===== src/rtl/ram_wr_seq_if.sv =====
// RAM port A bus driven by the write sequencer.
//   ram_wr_en    port A enable
//   ram_wr_we    port A write enable (mirrors ram_wr_en)
//   ram_wr_addr  port A address, ADDR_W bits
//   ram_wr_data  port A write data, DATA_W bits
// master: the sequencer side (drives everything); slave: the RAM side.
interface ram_wr_seq_if #(
  parameter int ADDR_W = 6,
  parameter int DATA_W = 8
);
  logic              ram_wr_en;
  logic              ram_wr_we;
  logic [ADDR_W-1:0] ram_wr_addr;
  logic [DATA_W-1:0] ram_wr_data;

  modport master (
    output ram_wr_en,
    output ram_wr_we,
    output ram_wr_addr,
    output ram_wr_data
  );

  modport slave (
    input ram_wr_en,
    input ram_wr_we,
    input ram_wr_addr,
    input ram_wr_data
  );
endinterface


===== src/rtl/ram_wr_seq.sv =====
// Write-side sequencer for the dual-port RAM test harness.
// A start pulse in IDLE launches a sweep of port A over DEPTH addresses.
// Each word carries one of four data patterns. rd_flag is raised once
// RD_START words have been written. The sweep runs once, or wraps
// continuously until a stop request, which lets the current pass finish.
// Ports:
//   clk, rst_n   clock; asynchronous active-low reset (released synchronously)
//   start        begin a run (honoured only in IDLE)
//   stop         end the run at the end of the current pass
//   continuous   1: wrap and repeat passes, 0: single pass
//   mode, seed   pattern select / seed, latched on an accepted start
//   ram          port A bus (ram_wr_seq_if.master)
//   rd_flag      sticky "read side may start"
//   busy         high while writing
//   done         one-cycle pulse at the end of a run
//   pass_cnt     completed passes in the current run (saturating)
module ram_wr_seq #(
  parameter int ADDR_W   = 6,
  parameter int DATA_W   = 8,
  parameter int DEPTH    = 64,
  parameter int RD_START = 32
) (
  input  logic              clk,
  input  logic              rst_n,
  input  logic              start,
  input  logic              stop,
  input  logic              continuous,
  input  logic [1:0]        mode,
  input  logic [DATA_W-1:0] seed,
  ram_wr_seq_if.master      ram,
  output logic              rd_flag,
  output logic              busy,
  output logic              done,
  output logic [15:0]       pass_cnt
);

  typedef enum logic [1:0] {
    S_IDLE  = 2'd0,
    S_WRITE = 2'd1,
    S_DONE  = 2'd2
  } state_t;

  localparam logic [ADDR_W-1:0] LAST_ADDR = ADDR_W'(DEPTH - 1);
  localparam logic [ADDR_W-1:0] RD_ADDR   = ADDR_W'(RD_START - 1);

  state_t            state;
  logic [1:0]        rst_q;
  logic              rst_sync_n;
  logic              en;
  logic [ADDR_W-1:0] addr;
  logic [DATA_W-1:0] data;
  logic [1:0]        mode_q;
  logic [DATA_W-1:0] seed_q;
  logic              stop_pend;
  logic              stop_now;

  // Reset asserts asynchronously and is released on a clock edge.
  always_ff @(posedge clk or negedge rst_n) begin
    if (!rst_n) rst_q <= '0;
    else        rst_q <= {rst_q[0], 1'b1};
  end
  assign rst_sync_n = rst_q[1];

  function automatic logic [DATA_W-1:0] pattern(
    input logic [1:0]        m,
    input logic [DATA_W-1:0] s,
    input logic [ADDR_W-1:0] a
  );
    logic [DATA_W-1:0] av;
    av = DATA_W'(a);
    case (m)
      2'd0:    pattern = av;
      2'd1:    pattern = ~av;
      2'd2:    pattern = s + av;
      default: pattern = a[0] ? ~s : s;
    endcase
  endfunction

  // A stop arriving in the final cycle of a pass still ends the run there.
  assign stop_now = stop_pend | stop;

  always_ff @(posedge clk or negedge rst_sync_n) begin
    if (!rst_sync_n) begin
      state     <= S_IDLE;
      en        <= 1'b0;
      addr      <= '0;
      data      <= '0;
      mode_q    <= '0;
      seed_q    <= '0;
      stop_pend <= 1'b0;
      rd_flag   <= 1'b0;
      busy      <= 1'b0;
      done      <= 1'b0;
      pass_cnt  <= '0;
    end else begin
      case (state)
        S_IDLE: begin
          if (start) begin
            state     <= S_WRITE;
            en        <= 1'b1;
            busy      <= 1'b1;
            addr      <= '0;
            // Inputs used directly: the latched copies are not valid yet.
            data      <= pattern(mode, seed, '0);
            mode_q    <= mode;
            seed_q    <= seed;
            stop_pend <= 1'b0;
            rd_flag   <= 1'b0;
            pass_cnt  <= '0;
          end
        end

        S_WRITE: begin
          if (stop) stop_pend <= 1'b1;
          if (addr == RD_ADDR) rd_flag <= 1'b1;
          if (addr == LAST_ADDR) begin
            if (pass_cnt != '1) pass_cnt <= pass_cnt + 16'd1;
            if (continuous && !stop_now) begin
              addr <= '0;
              data <= pattern(mode_q, seed_q, '0);
            end else begin
              state <= S_DONE;
              en    <= 1'b0;
              busy  <= 1'b0;
              done  <= 1'b1;
              addr  <= '0;
              data  <= '0;
            end
          end else begin
            addr <= addr + ADDR_W'(1);
            data <= pattern(mode_q, seed_q, addr + ADDR_W'(1));
          end
        end

        S_DONE: begin
          state     <= S_IDLE;
          done      <= 1'b0;
          stop_pend <= 1'b0;
        end

        default: begin
          state <= S_IDLE;
          en    <= 1'b0;
          busy  <= 1'b0;
          done  <= 1'b0;
          addr  <= '0;
          data  <= '0;
        end
      endcase
    end
  end

  assign ram.ram_wr_en   = en;
  assign ram.ram_wr_we   = en;
  assign ram.ram_wr_addr = addr;
  assign ram.ram_wr_data = data;

endmodule

===== src/flat_wrapper.sv =====
// flat-port wrapper written by rule: the top's interface ports become plain ports
module ram_wr_seq_flat 
#(
  parameter int ADDR_W   = 6,
  parameter int DATA_W   = 8,
  parameter int DEPTH    = 64,
  parameter int RD_START = 32
)
  (clk, rst_n, start, stop, continuous, mode, seed, rd_flag, busy, done, pass_cnt, ram_ram_wr_en, ram_ram_wr_we, ram_ram_wr_addr, ram_ram_wr_data);
  ram_wr_seq_if #(.ADDR_W(ADDR_W), .DATA_W(DATA_W)) ram_i ();
  input  logic clk;
  input  logic rst_n;
  input  logic start;
  input  logic stop;
  input  logic continuous;
  input  logic [1:0] mode;
  input  logic [DATA_W-1:0] seed;
  output logic rd_flag;
  output logic busy;
  output logic done;
  output logic [15:0] pass_cnt;
  output wire logic [$bits(ram_i.ram_wr_en)-1:0] ram_ram_wr_en;
  output wire logic [$bits(ram_i.ram_wr_we)-1:0] ram_ram_wr_we;
  output wire logic [$bits(ram_i.ram_wr_addr)-1:0] ram_ram_wr_addr;
  output wire logic [$bits(ram_i.ram_wr_data)-1:0] ram_ram_wr_data;
  assign ram_ram_wr_en = ram_i.ram_wr_en;
  assign ram_ram_wr_we = ram_i.ram_wr_we;
  assign ram_ram_wr_addr = ram_i.ram_wr_addr;
  assign ram_ram_wr_data = ram_i.ram_wr_data;
  ram_wr_seq #(.ADDR_W(ADDR_W), .DATA_W(DATA_W), .DEPTH(DEPTH), .RD_START(RD_START)) u_core (.clk(clk), .rst_n(rst_n), .start(start), .stop(stop), .continuous(continuous), .mode(mode), .seed(seed), .ram(ram_i), .rd_flag(rd_flag), .busy(busy), .done(done), .pass_cnt(pass_cnt));
endmodule

===== config.mk =====
export PLATFORM = sky130hd
export DESIGN_NAME = ram_wr_seq_flat
export DESIGN_NICKNAME = d
export VERILOG_FILES = /design/src/rtl/ram_wr_seq_if.sv /design/src/rtl/ram_wr_seq.sv /design/src/flat_wrapper.sv
export SDC_FILE = /design/constraint.sdc
export NUM_CORES = 1
export LEC_CHECK = 0
export ABC_CLOCK_PERIOD_IN_PS = 2400
export BUFFER_PORTS_ARGS = -buffer_cell sky130_fd_sc_hd__buf_4
export CAP_MARGIN = 20
export CORE_MARGIN = 5
export CORE_UTILIZATION = 60
export DETAILED_ROUTE_END_ITERATION = 12
export GPL_TIMING_DRIVEN = 0
export PLACE_DENSITY = 0.92
export SYNTH_ARGS = -nofsm -noshare
export SYNTH_HDL_FRONTEND = slang
export SYNTH_SLANG_ARGS = --single-unit

===== constraint.sdc =====
create_clock -name clk -period 2.4 [get_ports clk]
set_input_delay 0.24 -clock clk [delete_from_list [all_inputs] [get_ports clk]]
set_output_delay 0.24 -clock clk [all_outputs]
set_load 0.01 [all_outputs]

==> flow_metrics.py, run 1 <==
metrics = {
    "place": {
        "port_buffers": 48,
        "hpwl_mm": 5.919,
        "place.gp.congestion": 0.9410,
        "postPlaceCellArea_mm2": 0.003561,
    },
    "clock_network": {
        "clkTransAtPathRegs_ps": 90,
        "clkLatencyLatePin_ps": 310,
        "clockBufferDepth": 2,
        "clock_sinks": 48,
        "cts.htree.levels": 2,
        "cts-buffers-inserted": 5,
        "cts_tree": "yes",
        "root_buffer": "clkbuf_8",
    },
    "grt": {
        "grt_start_max_net_pins": 38,
        "track_usage_pct": 26.69,
        "grt_pass1_vias": 2836,
        "overflow": 0,
        "antenna_found_initial": 0,
        "grt_pass1_wl_mm": 13.72,
    },
    "power": {
        "powerDensity_mw_per_mm2": 1200,
        "total_power_mw": 4.702,
        "p_leak_nw": 1.815,
        "ir_drop_v": 0.0009597,
    },
    "final_layout": {
        "layout-drive-gt1-share_pct": 25.99,
        "fin_nets": 454,
        "post-route-util_pct": 77.69,
        "antenna_cells": 0,
        "areaGrowthSynthToFinish_pct": 26.71,
        "fin_area_mm2": 0.003918,
    },
    "floorplanning": {
        "pin_count": 50,
        "rows": 26,
        "die_area_mm2": 0.006689,
        "chipWidth_um": 81.79,
        "start_util_pct": 61.32,
        "die_h_um": 81.79,
        "core_mm2": 0.005042,
    },
    "timing": {
        "maxSlewViolCount": 0,
        "relSlewSlack_pct": 49.36,
        "setup_viol": 0,
        "finalCriticalPeriod_ps": 2348,
        "worst_pin_slew_ps": 752.7,
        "finalHoldViolCount": 0,
        "fin_crit_sh_pct": 97.84,
        "skew_ps": 10.28,
        "fmax_mhz": 425.9,
    },
    "logic_synthesis": {
        "synth-edff-count": 0,
        "synth_cell_type_count": 59,
        "synthesis.area_mm2": 0.003092,
        "synth-async-reset-ratio_pct": 100.0,
        "yosysSeqAreaShare_pct": 38.85,
        "syn_inst": 359,
        "synthesis.nets": 383,
        "yosys_warnings": 0,
        "ys.flop_type": "dfrtp_1",
        "synth_seq_cells": 48,
        "avgSynthCellArea_um2": 8.612,
    },
    "detailed_routing": {
        "drt_iter0_drc": 334,
        "vias": 3163,
        "route.detailed.drc": 0,
        "via_per_inst": 6.313,
        "wl_per_cell_um": 18.74,
        "firstDrtPassIters": 6,
        "postRouteAntennaNets": 0,
        "routed_wl_mm": 9.391,
    },
    "worst_setup_path": {
        "critPathCaptureType": "register",
        "worst_ep_required_time_ps": 2610,
        "arrival_ps": 2550,
        "critPathMaxFanout": 6,
        "crit_type": "reg2reg",
        "cp-start-kind": "register",
    },
    "status": {
        "outcome": "finished, final reports clean",
    },
    "worst_hold_path": {
        "min_path_type": "reg2async",
    },
    "job": {
        "maxCapViolCount": 0,
    },
}
## state kept, by name, indices dropped and copies added (netlist names)
register,flops
u_core.done,1
u_core.rd_flag,1
u_core.rst_q,2
u_core.stop_pend,1
u_core.mode_q,2
u_core.state,2
u_core.pass_cnt,16
u_core.ram.ram_wr_en,1
u_core.ram.ram_wr_data,8
u_core.seed_q,8
u_core.ram.ram_wr_addr,6
## cells in the mapped netlist, types with 4 or more instances
| master | count | area, µm² |
|---|---|---|
| o211ai_1 | 4 | 30.03 |
| xor2_1 | 7 | 61.31 |
| a21o_1 | 7 | 52.55 |
| dfrtp_1 | 48 | 1201 |
| xnor2_1 | 16 | 140.1 |
| ha_1 | 8 | 100.1 |
| a21oi_1 | 15 | 75.07 |
| nand2_1 | 59 | 221.5 |
| and3_1 | 6 | 37.54 |
| nor2_1 | 35 | 131.4 |
| clkbuf_1 | 9 | 33.78 |
| inv_1 | 16 | 60.06 |
| or3_1 | 7 | 43.79 |
| a211oi_1 | 6 | 45.04 |
| a41o_1 | 5 | 50.05 |
| nor3_1 | 4 | 20.02 |
| a31oi_1 | 9 | 56.30 |
| nand3_1 | 11 | 55.05 |
| o21ai_0 | 28 | 140.1 |
## path summary, 6_finish.rpt
check,startpoint,to,slack [ps],depth (start not counted)
setup / recovery,u_core.ram.ram_wr_addr[0],u_core.ram.ram_wr_data[6],50,9
hold / removal,u_core.rst_q[1],u_core.pass_cnt[9],130,0
setup reg to reg,u_core.ram.ram_wr_addr[0],u_core.ram.ram_wr_data[6],50,9
hold reg to reg,u_core.rst_q[1],u_core.pass_cnt[9],130,0
max in group asynchronous,u_core.rst_q[1],u_core.ram.ram_wr_addr[1],1770,1
min in group clk,seed[0],u_core.seed_q[0],130,3
## cell type report
cell class / count / area, µm²
Sequential cell: 48 / 1206
Buffer: 17 / 102.6
Fill cell: 340 / 1125
Clock inverter: 2 / 35.03
Clock buffer: 6 / 72.57
Multi-Input combinational cell: 278 / 1858
Tap cell: 70 / 87.58
Inverter: 16 / 60.06
Timing Repair Buffer: 64 / 495.5
## worst max-delay path, cell delays in order, from the launching register on
cell	delay (ps)
dfrtp_2	470
and3_4	220
nand3_4	90
xnor2_2	160
ha_1	380
nor2_1	70
mux2_2	280
a221oi_2	230
nand3_1	100
a31o_2	240
## power by group
| group | switching, mW | total [mW] | internal [mW] |
|---|---|---|---|
| clock | 0.277 | 0.587 | 0.310 |
| combinational | 1.48 | 2.75 | 1.26 |
| sequential | 0.316 | 1.37 | 1.05 |
| total | 2.08 | 4.70 | 2.62 |
## timing repair
action                                  in CTS  in global routing
hold endpoints to repair                     2                  0
hold buffers                                 1                  0
endpoints found under the setup margin       4                  4
buffers inserted                             3                 12
pin swaps                                    2                  7
resized for setup                           12                 18
## routing by layer
layer | up-vias | track usage (%) | part of all wire (%)
met3 | 51 | 4.057 | 8.8
met4 | 0 | 9.302 | 4.8
met5 | - | 0 | 0
met1 | 1479 | 33.85 | 37
met2 | 219 | 46.20 | 49
li1 | 1414 | - | -
## metrics by stage
step,hold WS [ps],std cells,setup WS [ps],setup TNS [ps]
after floorplan,-55.59,359,74.59,0
after global placement,22.55,477,-188.9,-232.8
after detailed placement,27.87,478,-221.4,-325.3
after CTS,132.4,490,21.13,0
after global routing,126.8,501,-77.51,-186.8
final,130.5,501,51.77,0
## cell usage in the layout (no fill, tap or decap), types with 2 or more instances in the layout
master    netlist  routed
buf_4           2      64
nand2_1        59      59
dfrtp_1        48      44
nor2_1         35      33
o21ai_0        28      28
inv_1          16      16
xnor2_1        16      15
a21oi_1        15      14
clkbuf_1        9      10
nand3_1        11       9
a31oi_1         9       9
or3_1           7       7
a21o_1          7       7
xor2_1          7       5
and3_1          6       5
a211oi_1        6       5
a41o_1          5       5
clkbuf_8        0       5
nor3_1          4       4
o211ai_1        4       4
ha_1            8       4
dfrtp_2         0       4
nand4_1         3       3
nor2b_1         3       3
nor4_1          3       3
xor2_2          0       2
nand3_2         1       2
and3_4          1       2
o21ai_1         2       2
buf_6           2       2
and4_1          2       2
a221oi_1        3       2
a211oi_4        1       2
and2_1          2       2
o22ai_1         2       2
mux2_2          2       2
a31o_2          2       2
ha_4            0       2
ha_2            0       2
## cells by family after synthesis
| family | share of synthesized area (%) |
|---|---|
| fa+ha+maj | 3.885 |
| flops | 38.85 |
| compound gates | 21.81 |
| xor+xnor | 6.515 |
| buf+inv | 4.856 |
| other cells | 0.1213 |
| mux | 1.052 |
| simple gates | 22.91 |
No activity file was read; power rests on OpenSTA's default activity.
==> run 2, diff against run 1 <==
Settings changed: ABC_AREA set to 1.
==> flow_metrics.py, run 2 <==
metrics = {
    "detailed_routing": {
        "firstDrtPassIters": 5,
        "postRouteAntennaNets": 0,
        "routed_wl_mm": 9.338,
        "via_per_inst": 5.802,
        "vias": 3464,
        "drt_iter0_drc": 346,
        "route.detailed.drc": 0,
        "wl_per_cell_um": 15.64,
    },
    "logic_synthesis": {
        "synth_common_cells": "nand2_1, inv_1, dfrtp_1",
        "synthAdderAreaFrac_pct": 3.765,
        "synth_seq_cells": 48,
        "synthesis.area_mm2": 0.003191,
        "syn_inst": 465,
        "synth_top_cell_by_area": "dfrtp_1",
        "synthMuxAreaShare_pct": 0,
        "synth_top_cell_area_share_pct": 37.65,
        "synth-async-reset-ratio_pct": 100.0,
        "synth-edff-count": 0,
        "synth_compound_area_share_pct": 13.25,
        "yosys_warnings": 0,
        "synth_cell_type_count": 39,
        "synth_area_leaders": "dfrtp_1, nand2_1, inv_1",
        "yosysMostFrequentCell": "nand2_1",
        "avgSynthCellArea_um2": 6.861,
        "synth-simple-area-share_pct": 33.10,
        "synth_xor_area_share_pct": 3.294,
        "ys.flop_type": "dfrtp_1",
        "yosysSeqAreaShare_pct": 37.65,
        "synthesis.nets": 489,
        "synth_top_family_by_area": "simple AND/OR/NAND/NOR gates",
    },
    "place": {
        "place.gp.congestion": 0.9614,
        "port_buffers": 48,
        "hpwl_mm": 6.894,
        "place_ws_ps": -170.1,
        "dp_cells": 584,
    },
    "floorplanning": {
        "chipWidth_um": 82.92,
        "die_area_mm2": 0.006876,
        "die_h_um": 82.92,
        "pin_count": 50,
        "core_mm2": 0.005140,
        "rows": 26,
        "start_util_pct": 62.07,
    },
    "timing": {
        "worst_pin_slew_ps": 539.8,
        "relSlewSlack_pct": 64.01,
        "finalHoldViolCount": 0,
        "finalCriticalPeriod_ps": 2301,
        "maxSlewViolCount": 0,
        "fin_hold_ws_ps": 138.3,
        "fin_crit_sh_pct": 95.87,
        "setup_viol": 0,
        "fin_setup_tns_ps": 0,
        "skew_ps": 4.353,
        "fin_ws_ps": 99.03,
        "fmax_mhz": 434.6,
    },
    "clock_network": {
        "cts_tree": "yes",
        "clkTransAtPathRegs_ps": 90,
        "root_buffer": "clkbuf_8",
        "cts-buffers-inserted": 5,
        "clockBufferDepth": 2,
        "clock_sinks": 48,
        "clkLatencyLatePin_ps": 310,
        "cts.htree.levels": 2,
    },
    "final_layout": {
        "largest_register_ff_count": 16,
        "areaGrowthSynthToFinish_pct": 21.96,
        "layout-drive-gt1-share_pct": 18.41,
        "layout.cells.non_filler": 597,
        "fin_nets": 550,
        "antenna_cells": 0,
        "top_register": "u_core.pass_cnt",
        "layout_commonest_cell": "nand2_1",
        "mostFrequentLayoutCells": "nand2_1, buf_4, inv_1",
        "post-route-util_pct": 75.71,
    },
    "power": {
        "ir_drop_v": 0.0006623,
        "powerDensity_mw_per_mm2": 1266,
        "p_leak_nw": 2.026,
    },
    "worst_hold_path": {
        "min_path_type": "in2reg",
    },
    "grt": {
        "overflow": 0,
        "grt_pass1_wl_mm": 15.57,
        "antenna_found_initial": 0,
        "track_usage_pct": 27.25,
        "grt_start_max_net_pins": 35,
        "grt_pass1_vias": 3402,
    },
    "job": {
        "maxCapViolCount": 0,
    },
    "worst_setup_path": {
        "crit_type": "reg2reg",
        "critPathCaptureType": "register",
        "crit_chain": "ha_4, or2_4, nand2_4, inv_1, ha_4, or2_4, a21oi_2, nor2_1, o21bai_1, nand2_1, a21o_1",
        "worst_ep_required_time_ps": 2600,
        "crit_slowest_cell": "dfrtp_2",
        "arrival_ps": 2510,
        "cp-start-kind": "register",
        "max_stage_delay_ps": 450,
        "critPathMaxFanout": 6,
    },
    "status": {
        "outcome": "finished, final reports clean",
    },
}
-- run 2: cell count changes after synthesis, sizes merged, moves of 7 or more --
cell / change
a31oi: -8
inv: +37
nor2: +11
a211oi: -7
a21oi: +7
nand2: +100
and3: -7
xnor2: -14
or3: -7
o21ai: +9
nand3: +19
-- run 2: what timing repair did --
item	CTS	global route
hold endpoints to repair	2	0
pin swaps	1	6
gates resized for setup	4	17
buffers inserted	1	3
setup endpoints to repair	3	5
hold buffers	1	0
-- run 2: per-layer routing --
| layer | global-route usage (%) | share of wire (%) | vias to the layer above |
|---|---|---|---|
| li1 | - | - | 1615 |
| met1 | 34.59 | 41 | 1617 |
| met2 | 45.63 | 48 | 204 |
| met3 | 5.347 | 8.6 | 28 |
| met4 | 10.70 | 2.5 | 0 |
| met5 | 0 | 0 | - |
-- run 2: final timing paths --
path / start / end / slack [ps] / cells after the start
max: u_core.ram.ram_wr_addr[0] / u_core.ram.ram_wr_data[3] / 100 / 11
min: seed[2] / u_core.seed_q[2] / 140 / 3
max reg2reg: u_core.ram.ram_wr_addr[0] / u_core.ram.ram_wr_data[3] / 100 / 11
min reg2reg: u_core.rst_q[1] / u_core.seed_q[0] / 160 / 0
max in group asynchronous: u_core.rst_q[1] / u_core.ram.ram_wr_addr[0] / 1730 / 1
min in group asynchronous: u_core.rst_q[1] / u_core.seed_q[0] / 160 / 0
-- run 2: area by class of cell --
type,count,area [µm²]
Inverter,54,202.7
Buffer,14,85.08
Timing Repair Buffer,54,420.4
Tap cell,70,87.58
Multi-Input combinational cell,349,1783
Fill cell,415,1249
Clock buffer,6,72.57
Clock inverter,2,35.03
Sequential cell,48,1205
-- run 2: metrics by stage --
stage / cell area [µm²] / power [mW]
floorplan: 3191 / 3.114
global placement: 3638 / 3.865
detailed placement: 3660 / 3.984
CTS: 3806 / 4.661
global route: 3891 / 5.342
finish: 3891 / 4.928
-- run 2: cell families after synthesis --
| kind of cell | after synthesis |
|---|---|
| AO/OA/AOI/OAI | 76 |
| XOR/XNOR | 12 |
| adder cells (fa/ha/maj) | 9 |
| other | 1 |
| flip-flops | 48 |
| buffers and inverters | 68 |
| AND/OR/NAND/NOR | 251 |
-- run 2: worst max-delay path: cells and delay by family (launching register included) --
family                   cells  cell delay (ps)
AO/OA/AOI/OAI                3              510
flip-flops                   1              450
AND/OR/NAND/NOR              5              730
buffers and inverters        1               60
adder cells (fa/ha/maj)      2              440
-- run 2: power by group --
| group | switching, mW | internal, mW |
|---|---|---|
| combinational | 1.71 | 1.20 |
| sequential | 0.335 | 1.08 |
| clock | 0.292 | 0.310 |
| total | 2.33 | 2.59 |
==> run 3, diff against run 2 <==
Settings changed: ABC_CLOCK_PERIOD_IN_PS 2400 to 2300, CORE_MARGIN 5 to 2, CORE_UTILIZATION 60 to 57, PLACE_DENSITY 0.92 to 0.8.
Clock period 2.4 ns to 2.3 ns, I/O delays scaled along.
==> flow_metrics.py, run 3 (synthesis results as in run 2) <==
metrics = {
    "status": {
        "outcome": "finished, final reports clean",
    },
    "grt": {
        "grt_pass1_wl_mm": 14.63,
        "antenna_found_initial": 0,
        "track_usage_pct": 29.93,
        "grt_pass1_vias": 3152,
        "overflow": 0,
        "grt_start_max_net_pins": 42,
    },
    "worst_setup_path": {
        "arrival_ps": 2430,
        "worst_ep_required_time_ps": 2500,
        "crit_type": "reg2reg",
        "critPathCaptureType": "register",
        "cp-start-kind": "register",
        "critPathMaxFanout": 6,
    },
    "clock_network": {
        "root_buffer": "clkbuf_8",
        "cts_tree": "yes",
        "cts-buffers-inserted": 5,
        "clkTransAtPathRegs_ps": 100,
        "cts.htree.levels": 2,
        "clkLatencyLatePin_ps": 320,
        "clock_sinks": 48,
        "clockBufferDepth": 2,
    },
    "detailed_routing": {
        "route.met3.wl_um": 544,
        "firstDrtPassIters": 5,
        "drt_iter0_drc": 361,
        "routedLengthMet1_mm": 3.819,
        "routed_wl_mm": 8.898,
        "vias": 3320,
        "route.detailed.drc": 0,
        "dr_wl_met2_mm": 4.355,
        "maxUsedRoutingLayer": "met4",
        "wl_per_cell_um": 14.78,
        "postRouteAntennaNets": 0,
        "via_per_inst": 5.515,
    },
    "final_layout": {
        "antenna_cells": 0,
        "layout-drive-gt1-share_pct": 20.94,
        "fin_nets": 554,
        "regArea_mm2": 0.001205,
        "areaGrowthSynthToFinish_pct": 23.88,
        "mostFrequentLayoutCells": "nand2_1, buf_4, inv_1, dfrtp_1, nor2_1",
        "layout_commonest_cell": "nand2_1",
        "top_register": "u_core.pass_cnt",
        "nFillCells": 461,
        "layout.cells.non_filler": 602,
        "multi_input_area_mm2": 0.001817,
        "largest_register_ff_count": 16,
    },
    "timing": {
        "setup_viol": 0,
        "fmax_mhz": 448.8,
        "worst_pin_slew_ps": 606.2,
        "fin_ws_ps": 71.92,
        "maxSlewViolCount": 0,
        "finalCriticalPeriod_ps": 2228,
        "rsz0062_at_grt": "true",
        "relSlewSlack_pct": 59.58,
        "skew_ps": 14.10,
        "fin_crit_sh_pct": 96.87,
        "fin_hold_ws_ps": 92.00,
        "finalHoldViolCount": 0,
    },
    "place": {
        "place.gp.congestion": 0.9693,
        "hpwl_mm": 6.417,
        "place_ws_ps": -153.8,
        "port_buffers": 48,
        "dp_cells": 586,
    },
    "floorplanning": {
        "rows": 27,
        "die_h_um": 78.82,
        "core_mm2": 0.005439,
        "die_area_mm2": 0.006212,
        "start_util_pct": 58.66,
        "chipWidth_um": 78.82,
        "pin_count": 50,
    },
    "power": {
        "p_leak_nw": 2.032,
        "ir_drop_v": 0.0008196,
        "powerDensity_mw_per_mm2": 1333,
    },
    "worst_hold_path": {
        "min_path_type": "reg2async",
    },
    "job": {
        "maxCapViolCount": 0,
    },
}
[run 3: cell types whose count changed in the layout (fill, tap and decap cells not counted), moves of 2 or more]
cell and delta:
nand3_1 -2, ha_1 -3, inv_1 -4, ha_2 +2, inv_2 +4, buf_4 +4, nand3_2 +2
[run 3: metal layers]
metal  GRT usage [%]  up-vias
met3           5.227       20
met1           38.62     1544
met2           52.14      136
met5               0        -
li1                -     1620
met4           8.103        0
[run 3: worst max-delay path, stage by stage, from the launching register on]
cell and delay (ps):
dfrtp_2 450, ha_4 170, or2_4 240, nand2_4 70
inv_1 60, ha_4 240, or2_4 260, a21oi_2 130
nor2_1 60, o21bai_1 180, nand2_1 90, a21o_1 160
[run 3: worst paths after layout]
check / cells after the start / from / slack [ps] / to
min: 0 / u_core.rst_q[1] / 90 / u_core.seed_q[4]
max in group asynchronous: 1 / u_core.rst_q[1] / 1720 / u_core.state[0]
max reg2reg: 11 / u_core.ram.ram_wr_addr[0] / 70 / u_core.ram.ram_wr_data[3]
min in group clk: 3 / seed[4] / 120 / u_core.seed_q[4]
min reg2reg: 0 / u_core.rst_q[1] / 90 / u_core.seed_q[4]
max: 11 / u_core.ram.ram_wr_addr[0] / 70 / u_core.ram.ram_wr_data[3]
[run 3: area by class of cell]
class / instances / share of cell area (%)
sequential: 48 / 30.48
timing repair buffer: 58 / 11.40
clock inverter: 1 / 0.7597
clock buffer: 6 / 1.836
inverter: 54 / 5.128
buffer: 14 / 2.153
tap: 72 / 2.279
multi-input combinational: 349 / 45.96
[run 3: per-stage QoR]
step / util, % / total power [mW] / instance area, µm² / TNS, ps
final: 72.67 / 5.268 / 3953 / 0
after global routing: 72.67 / 5.679 / 3953 / -44.43
after CTS: 70.67 / 4.923 / 3844 / 0
after detailed placement: 67.61 / 4.186 / 3677 / -232.2
after global placement: 67.22 / 4.095 / 3656 / -168.6
after floorplan: - / 3.287 / 3206 / 0
[run 3: repair_timing]
action,in CTS,in global routing
setup endpoints to repair,3,6
hold buffers,1,0
pin swaps,2,12
resized for setup,10,20
hold endpoints to repair,2,0
buffers inserted,2,6
[run 3: where the power goes]
part / total (mW) / internal, mW / switching (mW)
logic: 3.16 / 1.33 / 1.83
clock network: 0.621 / 0.319 / 0.302
registers: 1.49 / 1.13 / 0.356
total: 5.27 / 2.78 / 2.49
